[src/rtl/usb_hub_port_arbiter.sv]
`default_nettype none
// ============================================================================
// Module   : usb_hub_port_arbiter
// Purpose  : Round-robin, packet-locked arbiter for the hub upstream TX path,
//            with a grant watchdog and a fixed inter-packet gap.
// Revision : 1.0 - initial release
// ============================================================================
module usb_hub_port_arbiter #(
    parameter int NUM_USB_DEVICES = 16,
    parameter int IDX_W           = $clog2(NUM_USB_DEVICES),
    parameter int TIMEOUT_CYCLES  = 4096,
    parameter int GAP_CYCLES      = 2
) (
    input  logic                       hi_clock,
    input  logic                       reset_n,
    input  logic [NUM_USB_DEVICES-1:0] port_enable,
    input  logic [NUM_USB_DEVICES-1:0] port_req,
    input  logic [NUM_USB_DEVICES-1:0] port_eop,
    input  logic                       host_busy,
    output logic [NUM_USB_DEVICES-1:0] grant,
    output logic                       grant_valid,
    output logic [IDX_W-1:0]           grant_idx,
    output logic                       timeout_err
);

    localparam int N     = NUM_USB_DEVICES;
    localparam int TMO_W = $clog2(TIMEOUT_CYCLES);
    localparam int GAP_W = (GAP_CYCLES > 1) ? $clog2(GAP_CYCLES) : 1;
    localparam logic [TMO_W-1:0] TMO_LAST = TMO_W'(TIMEOUT_CYCLES - 1);
    localparam logic [GAP_W-1:0] GAP_LAST = GAP_W'((GAP_CYCLES > 0) ? GAP_CYCLES - 1 : 0);

    typedef enum logic [1:0] {
        S_IDLE  = 2'd0,
        S_GRANT = 2'd1,
        S_GAP   = 2'd2
    } state_t;

    state_t           state_q, state_d;
    logic [N-1:0]     grant_q, grant_d;
    logic [IDX_W-1:0] idx_q, idx_d;
    logic             valid_q, valid_d;
    logic             err_q, err_d;
    logic [IDX_W-1:0] rr_q, rr_d;
    logic [TMO_W-1:0] tmo_q, tmo_d;
    logic [GAP_W-1:0] gap_q, gap_d;

    logic [N-1:0]     w_eligible;
    logic             w_found;
    logic [IDX_W-1:0] w_win;
    logic             w_eop_cur;
    logic             w_en_cur;
    logic             w_tmo_hit;
    logic             w_can_arb;

    assign w_eligible = port_req & port_enable;
    assign w_eop_cur  = port_eop[idx_q];
    assign w_en_cur   = port_enable[idx_q];
    assign w_tmo_hit  = (tmo_q == TMO_LAST);

    // First eligible port strictly after the last winner, wrapping; the last
    // winner itself is considered only at the very end of the sweep.
    always_comb begin
        w_found = 1'b0;
        w_win   = '0;
        for (int k = 1; k <= N; k++) begin
            if (!w_found && w_eligible[(int'(rr_q) + k) % N]) begin
                w_found = 1'b1;
                w_win   = IDX_W'((int'(rr_q) + k) % N);
            end
        end
    end

    always_comb begin
        state_d   = state_q;
        grant_d   = grant_q;
        idx_d     = idx_q;
        valid_d   = valid_q;
        err_d     = 1'b0;
        rr_d      = rr_q;
        tmo_d     = tmo_q;
        gap_d     = gap_q;
        w_can_arb = 1'b0;

        case (state_q)
            S_IDLE: w_can_arb = 1'b1;
            S_GRANT: begin
                tmo_d = tmo_q + TMO_W'(1);
                if (w_eop_cur || !w_en_cur || w_tmo_hit) begin
                    grant_d = '0;
                    idx_d   = '0;
                    valid_d = 1'b0;
                    tmo_d   = '0;
                    gap_d   = '0;
                    err_d   = w_tmo_hit && !w_eop_cur && w_en_cur;
                    state_d = (GAP_CYCLES == 0) ? S_IDLE : S_GAP;
                end
            end
            S_GAP: begin
                // The final gap cycle arbitrates so the next grant lands right after it.
                if (gap_q == GAP_LAST) begin
                    w_can_arb = 1'b1;
                    state_d   = S_IDLE;
                end else begin
                    gap_d = gap_q + GAP_W'(1);
                end
            end
            default: state_d = S_IDLE;
        endcase

        if (w_can_arb && w_found && !host_busy) begin
            grant_d = {{(N-1){1'b0}}, 1'b1} << w_win;
            idx_d   = w_win;
            valid_d = 1'b1;
            rr_d    = w_win;
            tmo_d   = '0;
            state_d = S_GRANT;
        end
    end

    always_ff @(posedge hi_clock or negedge reset_n) begin
        if (!reset_n) begin
            state_q <= S_IDLE;
            grant_q <= '0;
            idx_q   <= '0;
            valid_q <= 1'b0;
            err_q   <= 1'b0;
            rr_q    <= IDX_W'(N - 1);
            tmo_q   <= '0;
            gap_q   <= '0;
        end else begin
            state_q <= state_d;
            grant_q <= grant_d;
            idx_q   <= idx_d;
            valid_q <= valid_d;
            err_q   <= err_d;
            rr_q    <= rr_d;
            tmo_q   <= tmo_d;
            gap_q   <= gap_d;
        end
    end

    assign grant       = grant_q;
    assign grant_valid = valid_q;
    assign grant_idx   = idx_q;
    assign timeout_err = err_q;

endmodule
`default_nettype wire

[config.mk]
export PLATFORM = sky130hd
export DESIGN_NAME = usb_hub_port_arbiter
export DESIGN_NICKNAME = d
export VERILOG_FILES = /design/src/rtl/usb_hub_port_arbiter.sv
export SDC_FILE = /design/constraint.sdc
export NUM_CORES = 1
export LEC_CHECK = 0
export CORE_MARGIN = 2
export CORE_UTILIZATION = 53
export DETAILED_ROUTE_END_ITERATION = 7
export PLACE_DENSITY = 0.79
export REMOVE_ABC_BUFFERS = 1
export SKIP_CTS_REPAIR_TIMING = 1
export SLEW_MARGIN = 20
export SYNTH_ARGS = -nofsm -noshare
export SYNTH_HDL_FRONTEND = slang
export SYNTH_SLANG_ARGS = --single-unit
[constraint.sdc]
create_clock -name hi_clock -period 7.3 [get_ports hi_clock]
set_clock_uncertainty 0.15 [all_clocks]
set_input_delay 1.46 -clock hi_clock [delete_from_list [all_inputs] [get_ports hi_clock]]
set_output_delay 1.46 -clock hi_clock [all_outputs]
set_load 0.01 [all_outputs]
==> metrics.yaml <==
run_status:
  run_status: "finished clean"
logic_synthesis:
  syn_area_um2: 4510
  synth_top_family_by_area: "compound AO/OA/AOI/OAI gates"
  synthAdderAreaFrac_pct: 2.22
  synth-compound-area-share_pct: 26.9
  synth_xor_area_share_pct: 3.66
  synth-simple-area-share_pct: 23.4
  netlist_instances: 535
  synth_warnings: 0
  seq_area_frac_synth_pct: 22.8
  syn_area_per_cell_um2: 8.44
  synth_ff_type: "dfrtp_1"
  synthMuxAreaShare_pct: 16.0
  synth-seq-cells: 41
  synth.distinct_cells: 76
  synth_async_sr_flop_share_pct: 100
  synth_edf_count: 0
clock_network:
  worstSkewPairLatency_ns: 0.29
  cts_tree: "yes"
  clk_pin_slew_worst_paths_ns: 0.07
  htreeDepth: 2
  cts_buffers: 5
  cts_num_sinks: 41
  cts_max_path_buffers: 2
  cts_root_buf: "clkbuf_8"
timing:
  hold_viol_final: 0
  fin_tns_setup_ns: 0
  period_needed_ns: 6.16
  rsz0062_at_grt: "no"
  fmax_ghz: 0.162
  drv_slew: 0
  setup_violations: 0
  slew_headroom_pct: 41.8
  post-route-period-util_pct: 84.4
  tightestPinTransition_ns: 0.872
route:
  vias: 4709
  via_per_inst: 6.78
  wl_per_cell_um: 19.2
  dr.pass1.iters: 5
  routed_wl_um: 13400
  drtIter0Drc: 401
  ant_nets: 0
  drc: 0
setup_path:
  cp.arrival_ns: 6.21
  path_max_fanout: 22
  required_ns: 7.35
  crit_type: "register to register"
  startpoint_type: "register"
  rrSetupSlack_ns: 1.14
  crit_path_end_kind: "register"
global_routing:
  antenna_found_initial: 0
  grt_util_all_layers_pct: 29.4
  grt-ovfl-total: 0
  grt_pass1_vias: 4287
  met3_usage_pct: 5.64
  grt_start_max_net_pins: 49
  grt_pass1_wl_um: 21100
  top_usage_layer: "met2"
  met1_usage_pct: 40.6
  met2_usage_pct: 45.4
cells_and_area:
  antenna_cells: 0
  area_growth_pct: 17.5
  drive_gt1_share_pct: 10.3
  fill_cells: 705
  layout_commonest_cell: "nand2_1"
  finalNetCount: 648
  mostFrequentLayoutCells: "nand2_1 (84), clkdlybuf4s50_1 (71), dfrtp_1 (37), nor2_1 (35), o21ai_0 (29)"
die:
  die_y_um: 96.3
  die_x_um: 96.3
  start_util_pct: 54.9
  ios: 73
  core_area_um2: 8220
  core.rowCount: 33
  die_area_um2: 9270
place:
  portBuffers: 72
  dpl.hpwl_um: 10200
  gp_congestion: 1.03
run:
  cap_violations: 0
worst_hold_path:
  hold_path_class: "register to register"
sequential cells by signal, indices dropped and copies added, names as in the netlist:
signal and count:
gap_q 1, grant 16, grant_idx 4, grant_valid 1
rr_q 4, state_q 2, timeout_err 1, tmo_q 12
area by class of cell:
cell class / count / area [um^2] / share of cell area, %
inverter: 13 / 48.8 / 0.920
tap: 105 / 131 / 2.48
timing repair buffer: 76 / 746 / 14.1
multi-input combinational: 452 / 3260 / 61.5
clock buffer: 6 / 72.6 / 1.37
sequential: 41 / 1030 / 19.4
clock inverter: 2 / 10.0 / 0.189
synth_stat cells (10+ instances only):
master,n,area share [%]
a21oi_1,15,1.7
and2_1,18,2.5
buf_2,11,1.2
dfrtp_1,37,21
inv_1,10,0.83
mux2i_1,11,2.4
mux4_2,23,11
nand2_1,84,7.0
nand2b_1,16,2.2
nand3_1,15,1.7
nand4_1,10,1.4
nor2_1,35,2.9
o2111ai_1,16,3.1
o21ai_0,29,3.2
o21ai_1,19,2.1
o31ai_1,21,3.5
xor2_1,10,1.9
kinds of logic (layout without fill, tap and decap cells):
kind of cell    after synthesis  count (layout)
simple gates                215             215
compound gates              170             170
buf+inv                      42              97
mux                          41              41
flops                        41              41
xor+xnor                     18              18
fa+ha+maj                     8               8
path summary, 6_finish.rpt:
path | depth (start not counted) | from | to
max | 11 | rr_q[1]$_DFFE_PN1P_ | grant_idx[1]$_DFFE_PN0P_
min | 2 | grant[8]$_DFFE_PN0P_ | grant[8]$_DFFE_PN0P_
max reg2reg | 11 | rr_q[1]$_DFFE_PN1P_ | grant_idx[1]$_DFFE_PN0P_
min reg2reg | 2 | grant[8]$_DFFE_PN0P_ | grant[8]$_DFFE_PN0P_
max in group asynchronous | 1 | reset_n | tmo_q[0]$_DFFE_PN0P_
min in group asynchronous | 1 | reset_n | grant[9]$_DFFE_PN0P_
worst max-delay path: stages (launching register included):
cell	delay [ns]
dfstp_2	0.83
inv_1	0.38
ha_1	0.85
inv_2	0.25
mux4_2	0.56
mux2i_4	0.33
nand4b_2	0.22
or4_1	0.76
o41ai_4	0.78
and2_1	0.68
nand2_1	0.14
o21ai_0	0.11
metal layers:
layer	share of wire [%]	vias up
met5	0	-
met4	3.3	0
met3	8.9	48
met2	46	266
met1	42	2223
li1	-	2172
metrics by stage:
stage	hold slack (ns)	area (um^2)	setup WS, ns	instances	utilization (%)
5_1_grt	0.354	5300	0.802	695	64.5
3_5_place_dp	0.323	5220	1.30	687	63.5
6_report	0.331	5300	1.14	695	64.5
3_3_place_gp	0.311	5220	1.41	687	63.5
2_1_floorplan	0.296	4340	1.97	506	-
4_1_cts	0.338	5300	1.28	695	64.5
Power is not shown: default switching activity piles up to over one toggle a cycle in this logic, so the estimate is an artifact.
